## src/rtl/pipe_reg_if_id_elastic.sv

```systemverilog
// Elastic IF/ID stage: DEPTH-entry circular FIFO between fetch and decode with valid/ready on both sides.
// Optional branch-prediction sideband per entry is enabled by defining IFID_BPRED_EN.
module pipe_reg_if_id_elastic #(
  parameter int              XLEN     = 32,
  parameter int              DEPTH    = 2,
  parameter logic [XLEN-1:0] NOP_INSN = XLEN'(32'h00000013)
) (
  input  logic                       clock,
  input  logic                       reset_n,
  input  logic                       flush,
  input  logic                       in_valid,
  output logic                       in_ready,
  input  logic [XLEN-1:0]            instr_in,
  input  logic [XLEN-1:0]            pc_in,
`ifdef IFID_BPRED_EN
  input  logic                       pred_taken_in,
  input  logic [XLEN-1:0]            pred_target_in,
  output logic                       pred_taken_out,
  output logic [XLEN-1:0]            pred_target_out,
`endif
  output logic                       out_valid,
  input  logic                       out_ready,
  output logic [XLEN-1:0]            instr_out,
  output logic [XLEN-1:0]            pc_out,
  output logic                       misalign_out,
  output logic [$clog2(DEPTH+1)-1:0] count
);

  localparam int PW = (DEPTH > 1) ? $clog2(DEPTH) : 1;
  localparam int CW = $clog2(DEPTH+1);

  logic [XLEN-1:0] instr_mem [DEPTH];
  logic [XLEN-1:0] pc_mem    [DEPTH];
  logic            mis_mem   [DEPTH];
`ifdef IFID_BPRED_EN
  logic            taken_mem  [DEPTH];
  logic [XLEN-1:0] target_mem [DEPTH];
`endif

  logic [PW-1:0] wr_ptr;
  logic [PW-1:0] rd_ptr;
  logic          push;
  logic          pop;

  // Handshake: a transfer happens on an edge where valid & ready are both high and flush is low.
  // in_ready depends only on the registered count, so no combinational path from out_ready to in_ready.
  assign in_ready  = (count != CW'(DEPTH));
  assign out_valid = (count != '0);
  assign push      = in_valid & in_ready & ~flush;
  assign pop       = out_valid & out_ready & ~flush;

  always_ff @(posedge clock or negedge reset_n) begin
    if (!reset_n) begin
      count  <= '0;
      wr_ptr <= '0;
      rd_ptr <= '0;
    end else if (flush) begin
      count  <= '0;
      wr_ptr <= '0;
      rd_ptr <= '0;
    end else begin
      if (push) wr_ptr <= wr_ptr + PW'(1);
      if (pop)  rd_ptr <= rd_ptr + PW'(1);
      case ({push, pop})
        2'b10:   count <= count + CW'(1);
        2'b01:   count <= count - CW'(1);
        default: count <= count;
      endcase
    end
  end

  // Payload needs no reset: it is only observable through out_valid, which reset clears.
  always_ff @(posedge clock) begin
    if (push) begin
      instr_mem[wr_ptr] <= instr_in;
      pc_mem[wr_ptr]    <= pc_in;
      mis_mem[wr_ptr]   <= |pc_in[1:0];
`ifdef IFID_BPRED_EN
      taken_mem[wr_ptr]  <= pred_taken_in;
      target_mem[wr_ptr] <= pred_target_in;
`endif
    end
  end

  assign instr_out    = out_valid ? instr_mem[rd_ptr] : NOP_INSN;
  assign pc_out       = out_valid ? pc_mem[rd_ptr]    : '0;
  assign misalign_out = out_valid ? mis_mem[rd_ptr]   : 1'b0;
`ifdef IFID_BPRED_EN
  assign pred_taken_out  = out_valid ? taken_mem[rd_ptr]  : 1'b0;
  assign pred_target_out = out_valid ? target_mem[rd_ptr] : '0;
`endif

endmodule

```

## config.mk

```make
export PLATFORM = sky130hd
export DESIGN_NAME = pipe_reg_if_id_elastic
export DESIGN_NICKNAME = d
export VERILOG_FILES = /design/src/rtl/pipe_reg_if_id_elastic.sv
export SDC_FILE = /design/constraint.sdc
export NUM_CORES = 1
export LEC_CHECK = 0
export ABC_AREA = 1
export BUFFER_PORTS_ARGS = -buffer_cell sky130_fd_sc_hd__buf_2
export CAP_MARGIN = 40
export CORE_ASPECT_RATIO = 0.5
export CORE_MARGIN = 5
export CORE_UTILIZATION = 41
export DETAILED_ROUTE_END_ITERATION = 16
export PLACE_DENSITY = 0.63
export SYNTH_ARGS = -nofsm -noshare
export SYNTH_HDL_FRONTEND = slang
export SYNTH_SLANG_ARGS = --single-unit
export TNS_END_PERCENT = 30
```

## constraint.sdc

```tcl
create_clock -name clock -period 7.95 [get_ports clock]
set_clock_uncertainty 0.05 [all_clocks]
set_input_delay 1.9875 -clock clock [delete_from_list [all_inputs] [get_ports clock]]
set_output_delay 1.9875 -clock clock [all_outputs]
set_load 0.02 [all_outputs]
```

; After elaboration in Yosys (flattened, before gate mapping)
; Memory sizes are Yosys's and may differ from the RTL's.
; Cells that the tools add are included.
[classes]
muxes = 11
n_reduce_logical = 5
add_sub_neg = 4
bitwise_logic = 5
eq_ne = 3
[ops]
columns = operator, count
row1 = $mux W32, 2
row2 = $mux W1, 7
row3 = $reduce_bool A2 Y1, 3
row4 = $and A1 B1 Y1, 4
row5 = $pmux W2 S2, 1
row6 = $reduce_bool A3 Y1, 1
row7 = $add A1 B1 Y1 const B, 2
row8 = $add A2 B1 Y2 const B, 1
row9 = $eq A2 B1 Y1 const B, 1
row10 = $eq A2 B2 Y1 const B, 1
row11 = $mux W2, 1
row12 = $ne A2 B2 Y1 const B, 1
row13 = $reduce_or A2 Y1, 1
row14 = $sub A2 B1 Y2 const B, 1
row15 = $not A1 Y1, 1
[word_totals]
inputBits = 69
mem_bits_rw = 130
ff_bits = 4
memories = 3
elab_cells = 34
[memory_table]
columns = memory, words, width, rd, rd_clocked_by_memory_dff, write_ports, line_no
row1 = instr_mem, 2, 32, 1, 0, 1, 32  ; logic [XLEN-1:0] instr_mem [DEPTH];
row2 = pc_mem, 2, 32, 1, 0, 1, 33  ; logic [XLEN-1:0] pc_mem [DEPTH];
row3 = mis_mem, 2, 1, 1, 0, 1, 34  ; logic mis_mem [DEPTH];

; Logic depth before layout (Yosys ltp)
; Gate-level depths: netlist (run 1).
[depth]
depth_word = 6
mapped_depth = 9
ltp_nobuf = 9

; Worst setup path before layout (run 1)
; No wires, ideal clock.
[synth_timing]
kind = in2reg
start = input port flush
end = memory instr_mem[1][0] (enable)
setup_time_ns = 0.569
required_ns = 7.331
slack_ns = 0.811
arrival_ns = 6.520
stages = 1
cell_sequence = nor3_1
[synth_via]
elab_chain_len = 4
[synth_rtl]
columns = item, line_no
row1 = from (decl), 10  ; input logic flush,
row2 = $not A1 Y1, 49  ; assign push = in_valid & in_ready & ~flush;
row3 = $and A1 B1 Y1, 49
row4 = $mux W1, 74  ; if (push) begin
row5 = $mux W1 (implied by the code), 75  ; instr_mem[wr_ptr] <= instr_in;
row6 = to (decl), 32
; Every way passes these cells.

; Worst setup path in the final report (run 1)
[layout_timing]
start = register rd_ptr
end = output port pc_out[13]
[layout_via]
elab_chain_len = 2
[layout_rtl]
columns = item, line_no
row1 = from (decl), 41  ; logic [PW-1:0] rd_ptr;
row2 = from (signal assigned), 63  ; if (pop) rd_ptr <= rd_ptr + PW'(1);
row3 = $mem_v2 Z2 W32, -
row4 = $mux W32, 86  ; assign pc_out = out_valid ? pc_mem[rd_ptr] : '0;
row5 = to (decl), 24  ; output logic [XLEN-1:0] pc_out,
; Every way passes these cells.

==> flow_summary_export.csv, run 1 <==
group,metric,value,unit
synthesis,synth_top_area_cell,"edfxtp_1",
placement,place_area,5940,um^2
placement,gp_congestion,0.722,
cts,cts_buffers,17,
synthesis,syn_nets,457,
finish,fin_area,6550,um^2
pwr,ir_worst_vdd,0.170,mV
global_route,grt_use_total,14.7,%
cts,cts_resized,0,
finish,final_cells,708,
worst_setup_path,worst-path-stages,5,
worst_setup_path,start_kind,"flop",
routing,routed_via_density,4.72,
pwr,leakagePower,2.66,nW
synthesis,synth_top_family_by_area,"simple AND/OR/NAND/NOR gates",
die,core-area,12000,um^2
finish,n_antenna_cell,0,
placement,hpwl,6450,um
global_route,overflow,0,
die,dieArea,14900,um^2
routing,drt-total-wl,10800,um
synthesis,yosys-top-cells-area,"edfxtp_1, nand2_1, a21oi_1",
routing,ant_nets,0,
worst_setup_path,reg2reg_depth,7,
die,ios,138,
finish,nNetsFinal,599,
synthesis,netlist_area,5080,um^2
worst_setup_path,critPathCaptureType,"output pin",
finish,fillCellCount,1024,
sta,worst_slew_pin_slew,0.738,ns
die,rows,28,
synthesis,synthAdderAreaFrac,0,%
cts,cts_hold_buf,0,
worst_setup_path,cpLargestDelayFamily,"buffers and inverters",
global_route,grt_pass1_wl,16800,um
sta,rsz0062_at_grt,"no",
cts,cts_root_buf,"clkbuf_16",
synthesis,synth_cell_types,16,
synthesis,synth_seq_cells,134,
hold_path,holdPathStages,2,
worst_setup_path,path_cells,"inv_2, buf_4, nand2_1, a21oi_1, buf_2",
sta,tns,0,ns
cts,clock_latency,0.40,ns
die,die_x,167,um
synthesis,synth_top_area_share,76.8,%
synthesis,synth-async-reset-ratio,2.99,%
hold_path,hp-class,"flop to flop",
global_route,grt_max_degree,68,
cts,clock_sinks,134,
synthesis,synth_compound_area_share,6.50,%
routing,dr.pass1.iters,5,
sta,slew_headroom,50.8,%
finish,ff_latch_area,4010,um^2
synthesis,synth_ff_type,"edfxtp_1",
synthesis,synthMuxAreaShare,0,%
routing,wl_per_cell,15.3,um
die,start_util,42.4,%
worst_setup_path,crit_path_max_fanout,67,
sta,setup_viol,0,
finish,multiInputGateArea,961,um^2
sta,hold_viol_final,0,
worst_setup_path,slowest_stage,"buf_4",
routing,vias,3344,
worst_setup_path,crit_type,"flop to output pin",
global_route,first_global_vias,3368,
sta,fin_crit,3.99,ns
synthesis,avgSynthCellArea,13.1,um^2
die,die_h,88.7,um
sta,drv_slew,0,
pwr,power_density,362,nW/um^2
run,cap_viol_max_count,0,
routing,drt_iter0_drc,213,
worst_setup_path,max_stage_delay,0.58,ns
finish,syn_to_final_growth,28.9,%
synthesis,yosysWarnings,0,
synthesis,synth-simple-area-share,12.2,%
synthesis,synth.most_common_cell,"nand2_1",
routing,drc_errors,0,
synthesis,synth_cells,388,
sta,timing.final.crit_share,50.2,%
run_status,status,"finished clean",
synthesis,synth-edff-count,130,
synthesis,synth_common_cells,"nand2_1, edfxtp_1, a21oi_1, buf_2, inv_1",
sta,max_freq,251,MHz
cts,ctsHtreeMaxLevel,4,
worst_setup_path,critPathArrivalTime,1.95,ns
worst_setup_path,critPathRequiredTime,5.91,ns
cts,cts_tree,"yes",
global_route,antenna_found_initial,0,
cts,post-cts-setup-buffer-count,0,
placement,place_inst,676,
synthesis,ys_seq_area_share,78.8,%
finish,drive_gt1_share,34.3,%
synthesis,synthXorXnorAreaFrac,0,%
worst_setup_path,crit_buf_inv,3,
cts,cts.clk_slew.worst_paths,0.06,ns
placement,portBuffers,137,
cts,cts_max_path_buffers,2,
## worst min-delay path, stage by stage (launching register included)
cell	delay [ns]
dfrtp_1	0.32
inv_1	0.06
o21ai_0	0.16
## cell usage in the layout (no fill, tap or decap), types with 4 or more instances in the layout
master	synthesis	layout
nand2_1	145	145
buf_2	16	137
edfxtp_1	130	130
a21oi_1	64	64
clkbuf_16	0	17
buf_4	0	6
inv_1	6	5
nand3_1	5	5
clkinv_4	0	5
inv_2	3	4
## per-layer routing
layer	track usage, %	up-vias	share of wire [%]
li1	-	1638	-
met3	3.57	6	3.7
met2	26.3	68	53
met4	5.38	0	0.75
met1	17.6	1632	43
met5	0	-	0
## flip-flops by register name, indices dropped and copies added, names as in the netlist
register and flops:
pc_mem 64, mis_mem 2, rd_ptr 1, wr_ptr 1, instr_mem 64, count 2
## stage by stage
stage	utilization (%)	hold WS, ns	power, mW	setup WS (ns)
2_1_floorplan	-	0.466	1.35	0.811
5_1_grt	54.7	0.613	2.50	3.75
6_report	54.7	0.534	2.37	3.96
3_5_place_dp	49.6	0.523	1.61	4.24
3_3_place_gp	49.6	0.509	1.60	4.25
4_1_cts	54.7	0.539	2.41	3.91
## cell families after synthesis
logic type      after synthesis
simple gates                159
flops                       134
buf+inv                      29
compound gates               66
## where the power goes
| group | leakage (nW) | total [mW] | switching (mW) | internal [mW] |
|---|---|---|---|---|
| registers | 1.24 | 0.867 | 0.0212 | 0.846 |
| clock network | 0.297 | 0.801 | 0.296 | 0.505 |
| logic | 1.13 | 0.707 | 0.512 | 0.195 |
| total | 2.66 | 2.37 | 0.829 | 1.55 |
## worst paths after layout
kind	startpoint	endpoint	slack, ns
setup / recovery	rd_ptr$_DFFE_PN0P_	pc_out[13]	3.96
min in group asynchronous	reset_n	wr_ptr$_DFFE_PN0P_	1.33
setup reg to reg	count[0]$_DFFE_PN0P_	pc_mem[0][4]$_DFFE_PP_	5.66
hold / removal	wr_ptr$_DFFE_PN0P_	wr_ptr$_DFFE_PN0P_	0.53
hold reg to reg	wr_ptr$_DFFE_PN0P_	wr_ptr$_DFFE_PN0P_	0.53
max in group asynchronous	reset_n	rd_ptr$_DFFE_PN0P_	6.38
## cell type report
cell class,count,share of cell area [%]
clock buffers,18,6.70
clock inverters,14,2.69
inverters,9,0.516
multi-input cells,225,14.7
flip-flops and latches,134,61.1
well taps,165,3.15
repair buffers,143,11.2
No activity file was read; power rests on OpenSTA's default activity.
==> run 2, diff against run 1 <==
--- a/config.mk
+++ b/config.mk
@@ -5,7 +5,7 @@
 export SDC_FILE = /design/constraint.sdc
 export NUM_CORES = 1
 export LEC_CHECK = 0
-export ABC_AREA = 1
+export ABC_AREA = 0
 export BUFFER_PORTS_ARGS = -buffer_cell sky130_fd_sc_hd__buf_2
 export CAP_MARGIN = 40
 export CORE_ASPECT_RATIO = 0.5
==> constraint.sdc (replaced) <==
create_clock -name clock -period 3.8 [get_ports clock]
set_clock_uncertainty 0.05 [all_clocks]
set_input_delay 0.95 -clock clock [delete_from_list [all_inputs] [get_ports clock]]
set_output_delay 0.95 -clock clock [all_outputs]
set_load 0.02 [all_outputs]
==> flow_summary_export.csv, run 2 <==
group,metric,value,unit
worst_setup_path,start_kind,"flop",
synthesis,synth_top_area_share,76.4,%
routing,drt-total-wl,9830,um
die,ios,138,
worst_setup_path,critPathArrivalTime,2.13,ns
cts,cts_resized,0,
worst_setup_path,crit_path_max_fanout,39,
synthesis,avgSynthCellArea,16.9,um^2
die,core-area,12000,um^2
finish,layout_commonest_cell,"buf_2",
routing,drc_errors,0,
global_route,overflow,0,
cts,cts_hold_buf,0,
synthesis,synth-simple-area-share,6.27,%
cts,cts.clk_slew.worst_paths,0.06,ns
cts,ctsHtreeMaxLevel,4,
sta,whs,0.303,ns
worst_setup_path,crit_type,"flop to output pin",
synthesis,yosys-top-cells-area,"edfxtp_1, mux2i_1, nor2_1",
worst_setup_path,rrSetupSlack,1.67,ns
die,die_x,168,um
cts,cts_tree,"yes",
finish,final_cell_mix,"buf_2, edfxtp_1, mux2i_1, nor2_1, clkbuf_16",
run,cap_viol_max_count,0,
routing,vias,2949,
synthesis,ys_seq_area_share,78.3,%
placement,place_inst,598,
die,dieArea,14900,um^2
routing,drt_iter0_drc,155,
routing,routed_via_density,4.67,
sta,slew_headroom,53.8,%
global_route,grt_max_degree,50,
placement,portBuffers,137,
synthesis,synthAdderAreaFrac,0,%
global_route,first_global_vias,3059,
finish,drive_gt1_share,38.9,%
sta,worst_slew_pin_slew,0.693,ns
sta,fin_crit,3.13,ns
synthesis,synth_top_area_cell,"edfxtp_1",
synthesis,synth.most_common_cell,"edfxtp_1",
cts,clock_sinks,134,
sta,hold_viol_final,0,
cts,clock_latency,0.39,ns
synthesis,synth_cell_types,24,
placement,hpwl,6300,um
run_status,status,"finished clean",
global_route,grt_use_total,13.3,%
pwr,leakagePower,2.52,nW
global_route,antenna_found_initial,1,
finish,nNetsFinal,521,
die,start_util,42.5,%
finish,final_cells,631,
worst_setup_path,critPathRequiredTime,2.80,ns
cts,cts_root_buf,"clkbuf_16",
cts,cts_buffers,17,
routing,dr.pass1.iters,4,
synthesis,synth_common_cells,"edfxtp_1, mux2i_1, nor2_1",
routing,ant_nets,0,
sta,max_freq,320,MHz
pwr,ir_worst_vdd,0.268,mV
routing,wl_per_cell,15.6,um
sta,timing.final.crit_share,82.3,%
synthesis,synth_compound_area_share,0.759,%
sta,tns,0,ns
synthesis,synthXorXnorAreaFrac,0.171,%
synthesis,synth-edff-count,130,
synthesis,synth-async-reset-ratio,2.99,%
sta,drv_slew,0,
synthesis,yosysWarnings,0,
pwr,power_density,552,nW/um^2
synthesis,netlist_area,5110,um^2
synthesis,synth_cells,302,
finish,top_regs,"instr_mem (64), pc_mem (64)",
cts,cts_max_path_buffers,2,
synthesis,synth_top_family_by_area,"multiplexers",
hold_path,hp-class,"input port to asynchronous set/reset pin",
die,die_h,89.0,um
die,rows,28,
cts,post-cts-setup-buffer-count,0,
synthesis,synthMuxAreaShare,12.7,%
finish,syn_to_final_growth,29.5,%
synthesis,synth_ff_type,"edfxtp_1",
worst_setup_path,critPathCaptureType,"output pin",
sta,setup_viol,0,
synthesis,synth_seq_cells,134,
placement,gp_congestion,0.681,
synthesis,syn_nets,371,
sta,rsz0062_at_grt,"no",
global_route,grt_pass1_wl,15100,um
-- run 2: path summary, 6_finish.rpt --
path                                 startpoint                       to  depth (start not counted)
max in group asynchronous               reset_n       rd_ptr$_DFFE_PN0P_                          1
min reg2reg                  wr_ptr$_DFFE_PN0P_       wr_ptr$_DFFE_PN0P_                          2
min                                     reset_n     count[0]$_DFFE_PN0P_                          1
max                          rd_ptr$_DFFE_PN0P_            instr_out[13]                          4
max reg2reg                count[1]$_DFFE_PN0P_  pc_mem[1][13]$_DFFE_PP_                          5
min in group clock           wr_ptr$_DFFE_PN0P_       wr_ptr$_DFFE_PN0P_                          2
-- run 2: cell families (layout without fill, tap and decap cells) --
kind of cell | Yosys count | count (layout)
AOI/OAI and AO/OA | 7 | 7
xor gates and xnor gates | 1 | 1
DFF | 134 | 134
other | 0 | 1
and+or+nand+nor | 78 | 78
buffers and inverters | 17 | 180
muxes | 65 | 65
-- run 2: area by class of cell --
| class | instances | area [um^2] |
|---|---|---|
| Multi-Input combinational cell | 151 | 1050 |
| Clock buffer | 18 | 429 |
| Antenna cell | 1 | 2.50 |
| Timing Repair Buffer | 145 | 758 |
| Clock inverter | 14 | 160 |
| Sequential cell | 134 | 4010 |
| Tap cell | 165 | 206 |
| Inverter | 3 | 11.3 |
| Fill cell | 1014 | 5400 |
-- run 2: worst max-delay path, cell delays in order (launching register included) --
cell     delay, ns
dfrtp_4       0.87
buf_4         0.39
mux2i_1       0.24
nor2_1        0.05
buf_2         0.18
-- run 2: through the flow --
stage          setup slack [ns]  util [%]  cell area [um^2]  power, mW
2_1_floorplan            -0.294         -              5130       1.96
3_3_place_gp               1.08      50.2              6030       2.10
3_5_place_dp               1.04      50.2              6030       2.10
4_1_cts                   0.608      55.1              6620       3.70
5_1_grt                   0.516      55.1              6620       3.80
6_report                  0.671      55.1              6620       3.66
-- run 2: power by group --
part,internal [mW],switching (mW)
combinational,0.134,0.215
sequential,1.68,0.0329
clock,1.02,0.570
total,2.84,0.817
-- run 2: per-layer routing --
layer | track usage, % | vias to the layer above | share of wire (%)
li1 | - | 1427 | -
met1 | 15.0 | 1449 | 40
met2 | 25.0 | 63 | 54
met3 | 3.89 | 10 | 3.9
met4 | 4.49 | 0 | 1.4
met5 | 0 | - | 0
==> run 3, diff against run 2 <==
==> constraint.sdc (replaced) <==
create_clock -name clock -period 2.9 [get_ports clock]
set_clock_uncertainty 0.05 [all_clocks]
set_input_delay 0.725 -clock clock [delete_from_list [all_inputs] [get_ports clock]]
set_output_delay 0.725 -clock clock [all_outputs]
set_load 0.02 [all_outputs]
==> flow_summary_export.csv, run 3 (same netlist as run 2, synthesis figures left out) <==
group,metric,value,unit
finish,nNetsFinal,522,
sta,whs,0.0768,ns
worst_setup_path,start_kind,"flop",
sta,fin_crit,2.61,ns
worst_setup_path,critPathCaptureType,"output pin",
worst_setup_path,rrSetupSlack,1.21,ns
sta,setup_viol,0,
pwr,power_density,726,nW/um^2
die,dieArea,14900,um^2
pwr,combPwrFrac,9.8,%
routing,drt-total-wl,9830,um
worst_setup_path,max_stage_delay,0.69,ns
pwr,p_clk_share,44.1,%
die,die_x,168,um
worst_setup_path,path_cells,"buf_4, mux2i_1, nor2_1, buf_2",
routing,drt_iter0_drc,84,
run,cap_viol_max_count,0,
pwr,seqPwrFrac,46.1,%
finish,drive_gt1_share,39.3,%
routing,ant_nets,0,
routing,routed_via_density,4.71,
placement,place_inst,599,
routing,dr.pass1.iters,4,
worst_setup_path,crit_buf_inv,2,
sta,max_freq,384,MHz
cts,cts_root_buf,"clkbuf_16",
die,core-area,12000,um^2
global_route,antenna_found_initial,0,
die,start_util,42.5,%
die,rows,28,
sta,timing.final.crit_share,89.9,%
worst_setup_path,critPathRequiredTime,2.12,ns
pwr,leakagePower,2.54,nW
cts,cts_buffers,17,
sta,hold_viol_final,0,
routing,vias,2971,
worst_setup_path,cpLargestDelayFamily,"flip-flops",
pwr,internal_power,3.81,mW
cts,clock_sinks,134,
cts,post-cts-setup-buffer-count,0,
finish,final_cell_mix,"buf_2, edfxtp_1, mux2i_1, nor2_1, clkbuf_16",
die,die_h,89.0,um
pwr,ir_worst_vdd,0.387,mV
finish,layout_commonest_cell,"buf_2",
routing,drc_errors,0,
worst_setup_path,crit_type,"flop to output pin",
global_route,grt_use_total,13.5,%
placement,gp_congestion,0.729,
worst_setup_path,crit_path_max_fanout,23,
worst_setup_path,critPathArrivalTime,1.83,ns
sta,drv_slew,0,
finish,top_regs,"instr_mem (64), pc_mem (64)",
cts,cts_resized,0,
cts,ctsHtreeMaxLevel,4,
hold_path,hp-class,"input port to asynchronous set/reset pin",
sta,rsz0062_at_grt,"no",
placement,hpwl,6470,um
die,ios,138,
pwr,p_switching,1.04,mW
pwr,netSwitchingFraction,21.5,%
finish,final_cells,631,
sta,worst_slew_pin_slew,0.430,ns
cts,clock_latency,0.40,ns
cts,cts_tree,"yes",
finish,syn_to_final_growth,30.9,%
global_route,first_global_vias,3110,
placement,portBuffers,137,
cts,cts_max_path_buffers,2,
global_route,grt_max_degree,48,
global_route,overflow,0,
cts,cts.clk_slew.worst_paths,0.06,ns
worst_setup_path,slowest_stage,"dfrtp_4",
finish,n_antenna_cell,0,
cts,cts_hold_buf,0,
sta,slew_headroom,71.3,%
run_status,status,"finished clean",
global_route,grt_pass1_wl,15200,um
routing,wl_per_cell,15.6,um
run 3: cell count changes in the layout (fill, tap and decap cells not counted), sizes merged:
| cell | change |
|---|---|
| clkinv | -2 |
| diode | -1 |
| bufinv | +1 |
| clkinvlp | -2 |
| clkbuf | +3 |
| buf | +1 |
run 3: layout make-up:
cell class	instances	area, um^2
clock buffer	21	440
timing repair buffer	146	803
clock inverter	11	156
tap	165	206
fill	993	5330
sequential	134	4010
inverter	3	13.8
multi-input combinational	151	1060
run 3: final timing paths:
kind / from / endpoint / cells after the start
worst max-delay path: rd_ptr$_DFFE_PN0P_ / pc_out[23] / 4
worst min-delay path: reset_n / count[1]$_DFFE_PN0P_ / 1
worst max register to register: count[1]$_DFFE_PN0P_ / instr_mem[1][8]$_DFFE_PP_ / 5
worst min register to register: wr_ptr$_DFFE_PN0P_ / wr_ptr$_DFFE_PN0P_ / 2
max in group asynchronous: reset_n / count[0]$_DFFE_PN0P_ / 1
min in group clock: pc_in[5] / pc_mem[0][5]$_DFFE_PP_ / 1
run 3: metal layers:
metal  GRT usage (%)  up-vias  part of all wire [%]
met1            14.1     1465                    38
met2            25.5       72                    55
li1                -     1425                     -
met5               0        -                     0
met3            4.86        9                   5.8
met4            5.60        0                   1.1
run 3: power by group through the flow:
stage,sequential [mW],combinational (mW),clock (mW)
final,2.24,0.474,2.15
after detailed placement,2.28,0.483,0
after global placement,2.28,0.478,0
after floorplan,2.26,0.303,0
after global routing,2.24,0.519,2.30
after CTS,2.24,0.486,2.20
run 3: metrics by stage:
stage	util [%]	setup TNS [ns]	power [mW]	area (um^2)	worst slack (ns)
floorplan	-	-3.11	2.57	5150	-0.0479
global placement	50.7	0	2.76	6090	0.699
detailed placement	50.7	0	2.76	6090	0.687
CTS	55.7	0	4.92	6690	0.252
global route	55.7	0	5.06	6690	0.167
finish	55.7	0	4.86	6690	0.293
